==> src/rtl/traffic_pkg.sv <==
// rtl/traffic_pkg.sv - shared lamp, approach, fault and state constants for the lamp monitor
package traffic_pkg;

  // Lamp codes on the bus, one-hot per approach
  localparam logic [2:0] LAMP_GREEN = 3'b001;
  localparam logic [2:0] LAMP_AMBER = 3'b010;
  localparam logic [2:0] LAMP_RED   = 3'b100;

  // Approach indices, also the phase encoding
  localparam logic [1:0] APP_N = 2'd0;
  localparam logic [1:0] APP_S = 2'd1;
  localparam logic [1:0] APP_E = 2'd2;
  localparam logic [1:0] APP_W = 2'd3;

  // Fault codes; a lower value wins when several fire together
  localparam logic [2:0] FLT_NONE     = 3'd0;
  localparam logic [2:0] FLT_ILLEGAL  = 3'd1;
  localparam logic [2:0] FLT_CONFLICT = 3'd2;
  localparam logic [2:0] FLT_SHORT    = 3'd3;
  localparam logic [2:0] FLT_LONG     = 3'd4;
  localparam logic [2:0] FLT_GAP_LONG = 3'd5;
  localparam logic [2:0] FLT_SEQ      = 3'd6;

  // Tracker state
  typedef logic [1:0] mon_state_t;
  localparam mon_state_t ST_IDLE  = 2'd0;
  localparam mon_state_t ST_GREEN = 2'd1;
  localparam mon_state_t ST_GAP   = 2'd2;

  // A lamp code is legal only when exactly one of green/amber/red is lit
  function automatic logic lamp_code_legal(input logic [2:0] code);
    return (code == LAMP_GREEN) || (code == LAMP_AMBER) || (code == LAMP_RED);
  endfunction

endpackage

==> src/rtl/traffic_lamp_monitor_lamp_decode.sv <==
// rtl/traffic_lamp_monitor_lamp_decode.sv - combinational decode of the four sampled lamp codes
module lamp_decode
  import traffic_pkg::*;
(
  input  logic [2:0] i_lamp_n,
  input  logic [2:0] i_lamp_s,
  input  logic [2:0] i_lamp_e,
  input  logic [2:0] i_lamp_w,
  output logic [3:0] o_illegal,
  output logic [2:0] o_green_cnt,
  output logic [1:0] o_green_idx
);

  logic [11:0] w_bus;

  // Index 0 is N so the loop index equals the approach/phase encoding
  assign w_bus = {i_lamp_w, i_lamp_e, i_lamp_s, i_lamp_n};

  // Flag non-one-hot codes, count greens and remember which approach is green
  always_comb begin
    o_illegal   = '0;
    o_green_cnt = '0;
    o_green_idx = '0;
    for (int i = 0; i < 4; i++) begin
      o_illegal[i] = !lamp_code_legal(w_bus[3*i +: 3]);
      if (w_bus[3*i +: 3] == LAMP_GREEN) begin
        o_green_cnt = o_green_cnt + 3'd1;
        o_green_idx = 2'(i);
      end
    end
  end

endmodule

==> src/rtl/traffic_lamp_monitor.sv <==
// rtl/traffic_lamp_monitor.sv - passive lamp-bus checker; TLM_SEQ_CHECK_EN enables the phase order check
module traffic_lamp_monitor
  import traffic_pkg::*;
#(
  parameter int GREEN_MIN = 8,
  parameter int GREEN_MAX = 16,
  parameter int GAP_MAX   = 4
)(
  input  logic       clk,
  input  logic       rst,
  input  logic [2:0] i_lamp_n,
  input  logic [2:0] i_lamp_s,
  input  logic [2:0] i_lamp_e,
  input  logic [2:0] i_lamp_w,
  output logic [1:0] o_phase,
  output logic       o_phase_valid,
  output logic       o_phase_done,
  output logic [4:0] o_dwell,
  output logic [2:0] o_fault_code,
  output logic       o_fault_pulse,
  output logic       o_fault
);

  localparam logic [4:0] L_GREEN_MIN = 5'(GREEN_MIN);
  localparam logic [4:0] L_GREEN_MAX = 5'(GREEN_MAX);
  localparam logic [4:0] L_GAP_MAX   = 5'(GAP_MAX);
  localparam logic [4:0] L_CNT_SAT   = 5'd31;

  logic [2:0] r_lamp_n, r_lamp_s, r_lamp_e, r_lamp_w;
  mon_state_t r_state;
  logic [1:0] r_phase;
  logic [4:0] r_dwell_cnt;
  logic [4:0] r_gap_cnt;
  logic       r_phase_done;
  logic [4:0] r_dwell;
  logic [2:0] r_fault_code;
  logic       r_fault_pulse;
  logic       r_fault;

  logic [3:0] w_illegal;
  logic [2:0] w_green_cnt;
  logic [1:0] w_green_idx;
  logic       w_single;
  mon_state_t w_state_nxt;
  logic [1:0] w_phase_nxt;
  logic [4:0] w_dwell_cnt_nxt;
  logic [4:0] w_gap_cnt_nxt;
  logic       w_done_nxt;
  logic [4:0] w_dwell_nxt;
  logic [6:1] w_flags;
  logic [2:0] w_code_nxt;

  lamp_decode u_decode (
    .i_lamp_n    (r_lamp_n),
    .i_lamp_s    (r_lamp_s),
    .i_lamp_e    (r_lamp_e),
    .i_lamp_w    (r_lamp_w),
    .o_illegal   (w_illegal),
    .o_green_cnt (w_green_cnt),
    .o_green_idx (w_green_idx)
  );

  assign w_single = (w_green_cnt == 3'd1);

  // Register the bus; reset to all-red so the first post-reset sample is benign
  always_ff @(posedge clk or posedge rst) begin
    if (rst) begin
      r_lamp_n <= LAMP_RED;
      r_lamp_s <= LAMP_RED;
      r_lamp_e <= LAMP_RED;
      r_lamp_w <= LAMP_RED;
    end else begin
      r_lamp_n <= i_lamp_n;
      r_lamp_s <= i_lamp_s;
      r_lamp_e <= i_lamp_e;
      r_lamp_w <= i_lamp_w;
    end
  end

  // Tracker next state, phase end detection and per-cycle fault flags
  always_comb begin
    w_state_nxt     = r_state;
    w_phase_nxt     = r_phase;
    w_dwell_cnt_nxt = r_dwell_cnt;
    w_gap_cnt_nxt   = r_gap_cnt;
    w_done_nxt      = 1'b0;
    w_dwell_nxt     = r_dwell;
    w_flags         = '0;
    w_code_nxt      = FLT_NONE;

    w_flags[FLT_ILLEGAL]  = |w_illegal;
    w_flags[FLT_CONFLICT] = (w_green_cnt >= 3'd2);

    case (r_state)
      ST_IDLE: begin
        if (w_single) begin
          w_state_nxt     = ST_GREEN;
          w_phase_nxt     = w_green_idx;
          w_dwell_cnt_nxt = 5'd1;
        end
      end
      ST_GREEN: begin
        if (w_single && (w_green_idx == r_phase)) begin
          if (r_dwell_cnt != L_CNT_SAT) w_dwell_cnt_nxt = r_dwell_cnt + 5'd1;
          // Equality before the increment fires exactly once per phase
          if (r_dwell_cnt == L_GREEN_MAX) w_flags[FLT_LONG] = 1'b1;
        end else begin
          w_done_nxt  = 1'b1;
          w_dwell_nxt = r_dwell_cnt;
          if (r_dwell_cnt < L_GREEN_MIN) w_flags[FLT_SHORT] = 1'b1;
          if (w_single) begin
            w_phase_nxt     = w_green_idx;
            w_dwell_cnt_nxt = 5'd1;
          end else begin
            w_state_nxt     = ST_GAP;
            w_gap_cnt_nxt   = 5'd1;
            w_dwell_cnt_nxt = 5'd0;
          end
        end
      end
      ST_GAP: begin
        if (w_single) begin
          w_state_nxt     = ST_GREEN;
          w_phase_nxt     = w_green_idx;
          w_dwell_cnt_nxt = 5'd1;
          w_gap_cnt_nxt   = 5'd0;
        end else if (w_green_cnt == 3'd0) begin
          if (r_gap_cnt != L_CNT_SAT) w_gap_cnt_nxt = r_gap_cnt + 5'd1;
          if (r_gap_cnt == L_GAP_MAX) w_flags[FLT_GAP_LONG] = 1'b1;
        end
      end
      default: w_state_nxt = ST_IDLE;
    endcase

`ifdef TLM_SEQ_CHECK_EN
    // A new phase must be the successor of the last one; it is adopted regardless
    w_flags[FLT_SEQ] = w_single &&
                       ((r_state == ST_GAP) || ((r_state == ST_GREEN) && (w_green_idx != r_phase))) &&
                       (w_green_idx != (r_phase + 2'd1));
`endif

    for (int i = 6; i >= 1; i--) begin
      if (w_flags[i]) w_code_nxt = 3'(i);
    end
  end

  // Tracker and output registers
  always_ff @(posedge clk or posedge rst) begin
    if (rst) begin
      r_state       <= ST_IDLE;
      r_phase       <= APP_N;
      r_dwell_cnt   <= '0;
      r_gap_cnt     <= '0;
      r_phase_done  <= 1'b0;
      r_dwell       <= '0;
      r_fault_code  <= FLT_NONE;
      r_fault_pulse <= 1'b0;
      r_fault       <= 1'b0;
    end else begin
      r_state       <= w_state_nxt;
      r_phase       <= w_phase_nxt;
      r_dwell_cnt   <= w_dwell_cnt_nxt;
      r_gap_cnt     <= w_gap_cnt_nxt;
      r_phase_done  <= w_done_nxt;
      r_dwell       <= w_dwell_nxt;
      r_fault_code  <= w_code_nxt;
      r_fault_pulse <= |w_flags;
      r_fault       <= r_fault | (|w_flags);
    end
  end

  assign o_phase       = r_phase;
  assign o_phase_valid = (r_state == ST_GREEN);
  assign o_phase_done  = r_phase_done;
  assign o_dwell       = r_dwell;
  assign o_fault_code  = r_fault_code;
  assign o_fault_pulse = r_fault_pulse;
  assign o_fault       = r_fault;

endmodule

==> config.mk <==
export PLATFORM = sky130hd
export DESIGN_NAME = traffic_lamp_monitor
export DESIGN_NICKNAME = d
export VERILOG_FILES = /design/src/rtl/traffic_pkg.sv /design/src/rtl/traffic_lamp_monitor_lamp_decode.sv /design/src/rtl/traffic_lamp_monitor.sv
export SDC_FILE = /design/constraint.sdc
export NUM_CORES = 1
export LEC_CHECK = 0
export BUFFER_PORTS_ARGS = -buffer_cell sky130_fd_sc_hd__buf_2
export CORE_MARGIN = 3
export CORE_UTILIZATION = 45
export CTS_BUF_LIST = sky130_fd_sc_hd__clkbuf_8
export DETAILED_ROUTE_END_ITERATION = 7
export GPL_TIMING_DRIVEN = 0
export HOLD_SLACK_MARGIN = 0.1
export PLACE_DENSITY = 0.65
export SYNTH_ARGS = -nofsm -noshare
export SYNTH_HDL_FRONTEND = slang
export SYNTH_SLANG_ARGS = --single-unit
==> constraint.sdc <==
create_clock -name clk -period 4.2 [get_ports clk]
set_input_delay 0.42 -clock clk [delete_from_list [all_inputs] [get_ports clk]]
set_output_delay 0.42 -clock clk [all_outputs]
set_load 0.01 [all_outputs]
==> results of run 1 <==
## worst reg2reg max path, delay by kind of cell, from the launching register on
| family | cells | cell delay [ns] |
|---|---|---|
| compound gates | 1 | 0.43 |
| xor+xnor | 1 | 0.30 |
| fa+ha+maj | 2 | 0.62 |
| buf+inv | 1 | 0.08 |
| flops | 1 | 0.40 |
| mux | 1 | 0.30 |
| simple gates | 5 | 1.20 |
## report_power, final
| group | internal (mW) | switching, mW |
|---|---|---|
| combinational | 0.122 | 0.156 |
| sequential | 0.406 | 0.0504 |
| clock | 0.191 | 0.119 |
## area by class of cell
cell class / count / share of cell area, %
sequential: 37 / 41.8
clock inverter: 2 / 1.52
inverter: 9 / 1.52
multi-input combinational: 123 / 41.5
buffer: 4 / 1.07
clock buffer: 6 / 3.71
tap: 50 / 2.81
timing repair buffer: 27 / 6.07
## synthesized netlist by cell type, types with 3 or more instances
cell type,n,area [µm²]
sky130_fd_sc_hd__nand3_1,4,20.0
sky130_fd_sc_hd__mux2_1,5,56.3
sky130_fd_sc_hd__dfstp_2,4,105
sky130_fd_sc_hd__dfrtp_1,33,826
sky130_fd_sc_hd__ha_1,8,100
sky130_fd_sc_hd__inv_1,9,33.8
sky130_fd_sc_hd__nor3b_4,3,56.3
sky130_fd_sc_hd__and3_1,4,25.0
sky130_fd_sc_hd__a21oi_1,9,45.0
sky130_fd_sc_hd__nor3_1,5,25.0
sky130_fd_sc_hd__nand2_1,10,37.5
sky130_fd_sc_hd__a31oi_1,5,31.3
sky130_fd_sc_hd__o211ai_1,3,22.5
sky130_fd_sc_hd__o21ai_0,5,25.0
sky130_fd_sc_hd__xor2_1,3,26.3
sky130_fd_sc_hd__nor2_1,13,48.8
sky130_fd_sc_hd__nor2b_1,4,25.0
## through the flow
step	utilization [%]	setup WS, ns	total power, mW
after CTS	54.9	0.717	1.06
after floorplan	-	1.10	0.660
final	54.9	0.749	1.05
after global placement	52.0	0.857	0.729
after global routing	54.9	0.450	1.11
after detailed placement	52.0	0.754	0.741
## worst min-delay path by stage
| stage | start | endpoint | cells after the start |
|---|---|---|---|
| 2_1_floorplan | i_lamp_e[2] | r_lamp_e[2] | 0 |
| 3_3_place_gp | o_fault | o_fault | 1 |
| 3_5_place_dp | o_dwell[3] | o_dwell[3] | 1 |
| 4_1_cts | i_lamp_s[2] | r_lamp_s[2] | 1 |
| 5_1_grt | i_lamp_s[2] | r_lamp_s[2] | 1 |
| 6_report | i_lamp_s[2] | r_lamp_s[2] | 1 |
## state kept, by name, summed over array words and instances (netlist names), 2 cells and up
name          count
o_phase           2
r_lamp_s          3
r_lamp_e          3
r_state           2
r_lamp_w          3
o_dwell           5
r_dwell_cnt       5
r_lamp_n          3
r_gap_cnt         5
o_fault_code      3
## routing by layer
metal | part of all wire [%] | track usage (%) | wire [µm] | vias up
met4 | 1.3 | 5.85 | 50 | 0
met2 | 47 | 26.2 | 1760 | 37
met1 | 46 | 22.4 | 1720 | 715
met5 | 0 | 0 | 0 | -
met3 | 5.4 | 4.26 | 201 | 5
li1 | - | - | - | 705
## kinds of logic after synthesis
kind of cell	Yosys count	share of synthesized area, %
simple gates	60	18.8
compound gates	42	16.9
flops	37	48.7
buf+inv	13	3.01
fa+ha+maj	8	5.24
mux	7	4.25
xor+xnor	6	3.14
## placed cells by master, fill, tap and decap left out, types with 5 or more instances in the layout
cell	count
sky130_fd_sc_hd__dfrtp_1	33
sky130_fd_sc_hd__buf_2	28
sky130_fd_sc_hd__nor2_1	13
sky130_fd_sc_hd__nand2_1	10
sky130_fd_sc_hd__inv_1	9
sky130_fd_sc_hd__a21oi_1	9
sky130_fd_sc_hd__ha_1	8
sky130_fd_sc_hd__clkbuf_8	6
sky130_fd_sc_hd__nor3_1	5
sky130_fd_sc_hd__mux2_1	5
sky130_fd_sc_hd__a31oi_1	5
sky130_fd_sc_hd__o21ai_0	5
==> results.txt, run 1 <==
For the finished layout, the period the worst path requires is 3.45 ns. The die covers 5070 µm². Grouping stages by cell kind, the critical path spends the most delay in simple AND/OR/NAND/NOR gates. Tracing the worst setup path back leads to its startpoint at r_lamp_n[1]. The proportion of layout cells with a drive suffix above 1 is 25.0%, and the wire length of the first global-routing pass is 6.72 mm. In this run the worst path has a maximum fanout of 5.

The longest individual stage delay on the worst path came out at 0.43 ns. The initial utilization of the core area, before any placement, comes to 47.1%. When the netlist entered floorplanning its net count stood at 195. The number of buffer and inverter stages on the critical path came out at 1. Counting every instance in the synthesized netlist gives 173. The slowest stage of the critical path belongs to the cell sky130_fd_sc_hd__o32a_4. The final sum of negative setup slack was 0 ns. Data on the critical path arrives at its endpoint at 3.62 ns. Across the run, the number of max-cap violations was 0. After synthesis, the netlist uses 55 different library cells. Derived from the worst setup path, the maximum achievable clock frequency is 0.290 GHz. Final instance area: 2230 µm². The run gives 0 as the number of failing setup endpoints in the final timing report.

Including well taps, the total number of placed cells is 250. The cell area after technology mapping is 1910 µm². The type of the worst min-delay path was in2reg.

The wire-length estimate of the detail-placed layout is 2.76 mm. Root buffer cell: sky130_fd_sc_hd__clkbuf_8. At the pin with the least slew margin, the transition time is 0.759 ns.

The detailed-route vias per instance works out to 5.67. For this run, the number of standard cells in the final layout without fillers is 258. In this run the count of I/O pins placed on the die edge is 28.

0 antenna diodes ended up in the layout. The maximum clock insertion buffer count came out at 2. TritonCTS built the clock tree.

The via count of the first global-routing pass was 1,461; the worst hold-check slack was 0.228 ns. For this run, the detailed router's first-pass iteration total came to 4. The run gives 38 as the largest net degree at the start of global routing. Summing all placed instances gives a cell area of 2110 µm².

The number of flops mapped to enable cells by yosys was 0. For the number of instances resized during post-cts repair, the log shows 0. The flow ran to the end, and the final reports show no timing, DRC or antenna violations.

The critical path crosses 11 cells after its start point. The first routing iteration left 51 violations. The vias after detailed routing is 1,462, and the post-synthesis to final-layout area growth is 16.4%. Yosys printed 0 warnings. The fraction of registers with async set/reset was 100%; the depth of the worst register-to-register path was 11.

The logs give 0 for the final hold violation count and 0 for the number of pins exceeding their max-slew limit in the final report. Counting the fill cells in the layout gives 357. The core region is 4060 µm².

Across the VDD grid, the largest voltage drop is 0.231 mV. The fraction of the cycle the final worst path needs came out at 82.2%. Clock tree synthesis inserted a total of 5 buffers.

Summing the sequential cell areas from Yosys gives 48.7% of the chip area. Dividing total power by cell area gives a power density of 470 nW/µm². The worst flop-to-flop path endpoint is r_gap_cnt[4].

Across the whole layout, storage elements account for 931 µm². The H-tree level count came out at 2. The tools report the total global routing overflow as 0. The static leakage power is 1.08 nW, and the area occupied by multi-input gates is 923 µm². The launch point of the worst reg-to-reg path was r_lamp_n[1]. In this run the mean area of a mapped cell was 11.1 µm². Clock-pin slew was measured on the worst setup and hold paths at 0.07 ns. The initialized floorplan defines 23 standard-cell rows.

After detailed routing, the average wire length per cell comes to 14.5 µm. The worst pin sits at a relative slew slack of 49.3%. The clock net in this run drives a total of 37 sinks. The synthesized design contains 37 register bits. At the end of the flow, the number of nets in the layout was 229. In this run the remaining antenna-violating nets after routing total 0. The kind of critical path is reg2reg.

Walking the worst path, the cells encountered are nor3b_2, ha_1, xnor2_1, inv_1, ha_1, nor4b_1, nand2_1, nor2_1, nor2_1, o32a_4, mux2_4. The worst setup path is captured at a flip-flop. The setup check on the worst reg-to-reg path leaves a slack of 0.75 ns. Routability-driven placement finished with a final weighted congestion of 0.809. The most common flop cell mapped by yosys is sky130_fd_sc_hd__dfrtp_1.

The buffers inserted during post-CTS setup optimization was 0; the total global-route track usage was 16.7%. In the routed design, unresolved DRC markers number 0. Setup repair after global routing left no endpoint under its margin.

The tools report the type of origin of the critical path as a flip-flop. The run gives 0.00328 ns as the post-route clock skew. Number of antenna violations at the first check in global routing: 0. The endpoint of the most critical setup path is r_gap_cnt[4]. The die is 71.2 µm tall.

Buffers inserted to repair hold after CTS numbered 0. The source-to-sink clock delay at the later pin of the worst-skew pair came out at 0.28 ns. Data on the critical path is required at its endpoint by 4.37 ns. The die outline width works out to 71.2 µm.

Input and output buffers added on the ports amount to 27. The routed design has 3.74 mm of wire.
Note: power is estimated with default switching activity, not from simulation.
==> run 2, diff against run 1 <==
--- a/config.mk
+++ b/config.mk
@@ -12,7 +12,7 @@
 export DETAILED_ROUTE_END_ITERATION = 7
 export GPL_TIMING_DRIVEN = 0
 export HOLD_SLACK_MARGIN = 0.1
-export PLACE_DENSITY = 0.65
+export PLACE_DENSITY = 0.68
 export SYNTH_ARGS = -nofsm -noshare
 export SYNTH_HDL_FRONTEND = slang
 export SYNTH_SLANG_ARGS = --single-unit
==> constraint.sdc (replaced) <==
create_clock -name clk -period 3 [get_ports clk]
set_input_delay 0.3 -clock clk [delete_from_list [all_inputs] [get_ports clk]]
set_output_delay 0.3 -clock clk [all_outputs]
set_load 0.01 [all_outputs]
==> results.txt, run 2 (synthesized netlist as in run 1, its figures left out) <==
The run finished with clean final reports. The tools report the static leakage power as 1.13 nW (was 1.08 nW). Post-route clock skew: 0.00976 ns (was 0.00328 ns).

The clock period minus worst slack was 2.87 ns (was 3.45 ns). The source-to-sink clock delay at the later pin of the worst-skew pair is 0.29 ns (was 0.28 ns), and the mean routed wirelength per cell is 14.6 µm (was 14.5 µm). The vias after detailed routing came out at 1,480 (was 1,462). The count of boundary I/O pins came out at 28 (unchanged). The longest individual stage delay on the worst path came out at 0.40 ns (was 0.43 ns). The logs give 2 (unchanged) for the maximum clock insertion buffer count and 0.341 mV (was 0.231 mV) for the largest vdd supply drop.

Die footprint: 5070 µm² (unchanged). The number of buffers inserted by port buffering is 27 (unchanged), and the fill cell instance count of the final layout is 356 (was 357). The final hold violation count was 0 (unchanged); the global placer's final weighted congestion was 0.832 (was 0.809). The detailed-route vias per instance is 5.54 (was 5.67). The tools report the reported net switching power as 464 µW (was 326 µW). Kind of critical path: reg2reg (unchanged). TritonCTS built the clock tree. The tools report the critical path data arrival time as 3.06 ns (was 3.62 ns). For the maximum achievable frequency, the log shows 0.348 GHz (was 0.290 GHz). Number of buffers added by the clock tree synthesis step: 5 (unchanged).

Number of antenna violations at the first check in global routing: 0 (unchanged). The core box area came out at 4060 µm² (unchanged). The number of rows in the core area is 23 (unchanged).

The run gives 3.91 mm (was 3.74 mm) as the total detailed-routing wirelength. Initial DRC count: 94 (was 51). The combinational group share of total power came out at 30.1% (was 26.7%).

The switching part of the total power came out at 33.1% (was 31.2%). The total global-route track usage was 16.9% (was 16.7%). The power density normalized to cell area is 599 nW/µm² (was 470 nW/µm²), and the die outline width is 71.2 µm (unchanged). The worst hold-check slack was 0.118 ns (was 0.228 ns).

The max-slew headroom at the worst pin was 50.2% (was 49.3%); the fraction of the cycle the final worst path needs was 95.7% (was 82.2%). The sequential share of power was 45.6% (was 43.6%). The logs give 2130 µm² (was 2110 µm²) for the instance area at placement and 2 (unchanged) for the H-tree level count. Clock input transition at the sequential cells of the worst setup and hold paths: 0.07 ns (about the same). The transition time at the pin with the least slew margin is 0.746 ns (was 0.759 ns). The number of failing setup endpoints in the final timing report is 0 (unchanged). Cell with the biggest individual delay on the critical path: sky130_fd_sc_hd__dfrtp_1 (was sky130_fd_sc_hd__o32a_4). For the wire length of the first global-routing pass, the log shows 6.66 mm (was 6.72 mm). The via count of the first global-routing pass came out at 1,495 (was 1,461).

The required arrival time at the worst endpoint is 3.19 ns (was 4.37 ns). The logs give 0 (unchanged) for the total inserted antenna cells and 47.1% (unchanged) for the effective utilization at floorplan. The total number of clock tree sinks is 37 (unchanged), and the post-synthesis to final-layout area growth is 22.6% (was 16.4%). For the worst setup slack for register-to-register paths, the log shows 0.13 ns (was 0.75 ns).

Type of origin of the critical path: a flip-flop (unchanged). The number of nets in the final layout is 238 (was 229), and the final instance area is 2340 µm² (was 2230 µm²). Type of the worst min-delay path: in2reg (unchanged). The count of antenna-violating nets left after detailed routing is 0 (unchanged). For the combined flip-flop and latch cell area, the log shows 931 µm² (unchanged). Proportion of layout cells with a drive suffix above 1: 28.6% (was 25.0%). Leading cell types in the layout, fill and taps excluded: sky130_fd_sc_hd__dfrtp_1, sky130_fd_sc_hd__buf_2, sky130_fd_sc_hd__nor2_1, sky130_fd_sc_hd__nand2_1, sky130_fd_sc_hd__inv_1 (was sky130_fd_sc_hd__dfrtp_1, sky130_fd_sc_hd__buf_2, sky130_fd_sc_hd__nor2_1, sky130_fd_sc_hd__nand2_1). The internal power of the cells was 939 µW (was 719 µW); the part of the power in the clock network was 24.3% (was 29.7%). The area occupied by multi-input gates came out at 987 µm² (was 923 µm²). The total of max-cap violations was 0 (unchanged); the HPWL after detailed placement was 2.78 mm (was 2.76 mm).

Cell breakdown of the critical path: nor3b_4, ha_4, xnor2_4, inv_1, ha_1, nor4b_4, a311o_1, o21a_4, buf_4, a21oi_1, a311oi_2 (was nor3b_2, ha_1, xnor2_1, inv_1, ha_1, nor4b_1, nand2_1, nor2_1, nor2_1, o32a_4, mux2_4). Setup repair after global routing could not meet its margin everywhere. The run gives 0 ns (unchanged) as the final sum of negative setup slack.

Root buffer cell: sky130_fd_sc_hd__clkbuf_8 (unchanged). The detailed-routing iteration count for the pre-antenna-repair pass came out at 4 (unchanged). The tools report the endpoint class of the critical path as a flip-flop (unchanged). The run gives 0 (unchanged) as the total global routing overflow. The largest net degree at the start of global routing was 38 (unchanged); the maximum net fanout on the critical path was 10 (was 5). The floorplan die height is 71.2 µm (unchanged). The run gives 0 (unchanged) as the DRC violation count after routing.

The most common library cell in the layout ignoring fill and taps is sky130_fd_sc_hd__dfrtp_1 (unchanged). For the number of pins exceeding their max-slew limit in the final report, the log shows 0 (unchanged).
[run 2: cell count changes in the layout (fill, tap and decap cells not counted), moves of 2 or more]
| cell | delta |
|---|---|
| sky130_fd_sc_hd__buf_4 | +6 |
| sky130_fd_sc_hd__dlygate4sd3_1 | +4 |
| sky130_fd_sc_hd__nor2_1 | -2 |
| sky130_fd_sc_hd__nor2_2 | +2 |
[run 2: path summary, 6_finish.rpt]
check | from | cells after the start | endpoint
setup / recovery | r_lamp_n[1] | 11 | r_dwell_cnt[0]
hold / removal | i_lamp_n[0] | 1 | r_lamp_n[0]
setup reg to reg | r_lamp_n[1] | 11 | r_dwell_cnt[0]
hold reg to reg | o_dwell[3] | 1 | o_dwell[3]
max in group asynchronous | rst | 2 | r_lamp_w[0]
min in group asynchronous | rst | 2 | o_phase[1]
[run 2: metrics by stage]
| step | util [%] | power (mW) | setup slack, ns | std cells |
|---|---|---|---|---|
| floorplan | - | 0.927 | 0.0560 | 173 |
| global placement | 52.4 | 1.02 | -0.121 | 250 |
| detailed placement | 52.4 | 1.04 | -0.207 | 250 |
| CTS | 55.6 | 1.40 | 0.0132 | 262 |
| global route | 57.8 | 1.51 | -0.0563 | 267 |
| finish | 57.8 | 1.40 | 0.130 | 267 |
[run 2: area by class of cell]
type                    count  area share (%)
well taps                  50            2.67
clock inverters             2           0.320
clock buffers               6            3.52
flip-flops and latches     37            39.7
repair buffers             36            9.08
plain buffers               4            1.12
inverters                   9            1.44
multi-input cells         123            42.1
[run 2: per-layer routing]
| layer | track usage (%) | part of all wire [%] | vias up |
|---|---|---|---|
| li1 | - | - | 722 |
| met1 | 18.9 | 41 | 715 |
| met2 | 28.2 | 51 | 32 |
| met3 | 5.40 | 4.3 | 11 |
| met4 | 9.81 | 3.2 | 0 |
| met5 | 0 | 0 | - |
[run 2: critical path, delay by kind of cell, from the launching register on]
family | cells | cell delay (ns)
AOI/OAI and AO/OA | 4 | 0.88
adders and majority gates | 2 | 0.58
and+or+nand+nor | 2 | 0.50
DFF | 1 | 0.40
buffers and inverters | 2 | 0.24
xor gates and xnor gates | 1 | 0.16
[run 2: repair_timing]
item	in CTS	in global routing
hold buffers	1	3
endpoints found under the setup margin	17	15
endpoints found under the hold margin	1	3
buffers inserted	3	2
resized for setup	2	6
pin swaps	4	6
[run 2: power by group through the flow]
stage | logic [mW] | registers (mW) | clock network (mW)
after floorplan | 0.282 | 0.645 | 0
after global placement | 0.378 | 0.641 | 0
after detailed placement | 0.393 | 0.648 | 0
after CTS | 0.401 | 0.638 | 0.357
after global routing | 0.474 | 0.652 | 0.381
final | 0.423 | 0.640 | 0.340
==> run 3, diff against run 2 <==
--- a/config.mk
+++ b/config.mk
@@ -6,13 +6,15 @@
 export NUM_CORES = 1
 export LEC_CHECK = 0
 export BUFFER_PORTS_ARGS = -buffer_cell sky130_fd_sc_hd__buf_2
-export CORE_MARGIN = 3
+export CORE_ASPECT_RATIO = 2
+export CORE_MARGIN = 5
 export CORE_UTILIZATION = 45
 export CTS_BUF_LIST = sky130_fd_sc_hd__clkbuf_8
 export DETAILED_ROUTE_END_ITERATION = 7
 export GPL_TIMING_DRIVEN = 0
 export HOLD_SLACK_MARGIN = 0.1
 export PLACE_DENSITY = 0.68
+export SETUP_SLACK_MARGIN = 0.05
 export SYNTH_ARGS = -nofsm -noshare
 export SYNTH_HDL_FRONTEND = slang
 export SYNTH_SLANG_ARGS = --single-unit
==> results.txt, run 3 (synthesized netlist as in run 1, its figures left out) <==
The tools report the number of rows in the core area as 33 (was 23). TritonCTS built the clock tree. The clock period minus worst slack is 2.88 ns (was 2.87 ns), and the sequential share of power is 46.2% (was 45.6%). The flow ran to the end, and the final reports show no timing, DRC or antenna violations.

The fraction of the cycle the final worst path needs is 96.1% (was 95.7%). The total placed cells including tap cells is 252 (was 250), and the number of buffer and inverter stages on the critical path is 1 (was 2). For the number of buffers added by the clock tree synthesis step, the log shows 5 (unchanged). For the largest net degree at the start of global routing, the log shows 38 (unchanged).

The number of antenna violations at the first check in global routing is 0 (unchanged). The maximum achievable frequency was 0.347 GHz (was 0.348 GHz). The count of antenna-violating nets left after detailed routing is 0 (unchanged), and the required arrival time at the worst endpoint is 3.17 ns (was 3.19 ns). Maximum net fanout on the critical path: 7 (was 10). The core box area was 4130 µm² (was 4060 µm²). The tools report the max-slew headroom at the worst pin as 50.5% (was 50.2%).

The total of max-cap violations came out at 0 (unchanged). The tools report the post-route clock skew as 0.00992 ns (was 0.00976 ns). The final cell count without fillers came out at 270 (was 267). The most prevalent standard cell on the critical path was sky130_fd_sc_hd__ha_4. The instance area at placement was 2130 µm² (about the same); the post-synthesis to final-layout area growth was 23.5% (was 22.6%). The detailed-route vias per instance is 5.60 (was 5.54).

Transition time at the pin with the least slew margin: 0.742 ns (was 0.746 ns). The run gives 3.91 mm (about the same) as the total detailed-routing wirelength. For the internal power of the cells, the log shows 930 µW (was 939 µW). The global placer's final weighted congestion was 0.829 (was 0.832). The DRC violation count after routing was 0 (unchanged). Source-to-sink clock delay at the later pin of the worst-skew pair: 0.29 ns (about the same).

Cell breakdown of the critical path: nor3b_4, ha_4, xnor2_2, inv_1, ha_4, nor4b_4, a311o_1, o21a_4, a21oi_4, mux2_4 (was nor3b_4, ha_4, xnor2_4, inv_1, ha_1, nor4b_4, a311o_1, o21a_4, buf_4, a21oi_1, a311oi_2). The total number of clock tree sinks was 37 (unchanged). Proportion of layout cells with a drive suffix above 1: 32.1% (was 28.6%). Setup repair after global routing could not meet its margin everywhere. The kind of critical path is reg2reg (unchanged).

Initial DRC count: 25 (was 94). Clock input transition at the sequential cells of the worst setup and hold paths: 0.06 ns (was 0.07 ns). The run gives 5730 µm² (was 5070 µm²) as the die footprint. The logs give 0 (unchanged) for the number of failing setup endpoints in the final timing report and 1.13 nW (about the same) for the static leakage power. For the total global routing overflow, the log shows 0 (unchanged). The final instance area is 2360 µm² (was 2340 µm²). Leading cell types in the layout, fill and taps excluded: sky130_fd_sc_hd__dfrtp_1, sky130_fd_sc_hd__buf_2, sky130_fd_sc_hd__inv_1, sky130_fd_sc_hd__nor2_1, sky130_fd_sc_hd__nand2_1 (was sky130_fd_sc_hd__dfrtp_1, sky130_fd_sc_hd__buf_2, sky130_fd_sc_hd__nor2_1, sky130_fd_sc_hd__nand2_1, sky130_fd_sc_hd__inv_1). The logs give 0 (unchanged) for the total inserted antenna cells and 31.1% (was 30.1%) for the combinational group share of total power. The die outline width was 56.1 µm (was 71.2 µm). Longest individual stage delay on the worst path: 0.41 ns (was 0.40 ns).

The via count of the first global-routing pass is 1,611 (was 1,495), and the floorplan die height is 102 µm (was 71.2 µm). The number of nets in the final layout is 239 (was 238). The maximum clock insertion buffer count is 2 (unchanged). The largest vdd supply drop was 0.358 mV (was 0.341 mV). The family with the most delay on the worst path was compound AO/OA/AOI/OAI gates (unchanged).

The number of pins exceeding their max-slew limit in the final report was 0 (unchanged); the critical path data arrival time was 3.05 ns (was 3.06 ns). Cell with the biggest individual delay on the critical path: sky130_fd_sc_hd__dfrtp_1 (unchanged). The tools report the root buffer cell as sky130_fd_sc_hd__clkbuf_8 (unchanged).

The mean routed wirelength per cell is 14.5 µm (was 14.6 µm). Wire length of the first global-routing pass: 7.09 mm (was 6.66 mm). The power density normalized to cell area is 592 nW/µm² (was 599 nW/µm²), and the switching part of the total power is 33.4% (was 33.1%). The run gives 46.3% (was 47.1%) as the effective utilization at floorplan.

The endpoint class of the critical path is a flip-flop (unchanged). The number of buffers inserted by port buffering was 27 (unchanged); the final hold violation count was 0 (unchanged). Type of origin of the critical path: a flip-flop (unchanged). The run gives 28 (unchanged) as the count of boundary I/O pins. The run gives 2 (unchanged) as the H-tree level count. The tools report the total global-route track usage as 15.7% (was 16.9%). The reported net switching power is 467 µW (was 464 µW). The most common library cell in the layout ignoring fill and taps is sky130_fd_sc_hd__dfrtp_1 (unchanged).

Vias after detailed routing: 1,511 (was 1,480). The HPWL after detailed placement was 2.81 mm (was 2.78 mm); the detailed-routing iteration count for the pre-antenna-repair pass was 4 (unchanged). The part of the power in the clock network came out at 22.6% (was 24.3%). The type of the worst min-delay path is in2reg (unchanged).
run 3: area by class of cell:
class                   instances  area [µm²]
fillers                       351        1770
multi-input cells             123        1010
flip-flops and latches         37         931
repair buffers                 37         215
clock buffers                   5        68.8
well taps                      52        65.1
inverters                       9        33.8
plain buffers                   4        26.3
clock inverters                 3        11.3
run 3: power groups by stage:
stage	clock, mW	sequential (mW)	combinational, mW
final	0.316	0.646	0.435
after global routing	0.347	0.658	0.489
after CTS	0.327	0.643	0.419
after floorplan	0	0.645	0.282
after global placement	0	0.648	0.388
after detailed placement	0	0.652	0.393
run 3: per-layer routing:
metal | wire length [µm] | track usage [%] | up-vias
li1 | - | - | 728
met1 | 1360 | 15.5 | 715
met2 | 2170 | 29.1 | 48
met3 | 190 | 3.54 | 20
met4 | 189 | 9.69 | 0
met5 | 0 | 0 | -
run 3: through the flow:
stage          utilization, %  power [mW]  TNS [ns]  hold slack, ns  setup slack, ns
4_1_cts                  56.1        1.39         0           0.105           0.0790
3_5_place_dp             51.5        1.05    -0.759           0.406           -0.209
5_1_grt                  57.2        1.49         0           0.105          0.00349
2_1_floorplan               -       0.927         0           0.304           0.0560
3_3_place_gp             51.5        1.04    -0.617           0.405           -0.190
6_report                 57.2        1.40         0           0.112            0.118
run 3: what timing repair did:
action | 4_1_cts | 5_1_grt
endpoints found under the setup margin | 19 | 19
hold endpoints to repair | 2 | 0
pin swaps | 9 | 8
buffers inserted | 7 | 2
hold buffers | 2 | 0
gates resized for setup | 5 | 8
run 3: final timing paths:
check	startpoint	to	slack (ns)	cells after the start
worst max-delay path	r_lamp_s[1]	o_dwell[3]	0.12	10
worst min-delay path	i_lamp_w[2]	r_lamp_w[2]	0.11	1
worst max register to register	r_lamp_s[1]	o_dwell[3]	0.12	10
worst min register to register	o_fault	o_fault	0.47	1
max in group asynchronous	rst	r_lamp_n[1]	2.39	2
min in group asynchronous	rst	r_dwell_cnt[4]	0.13	2
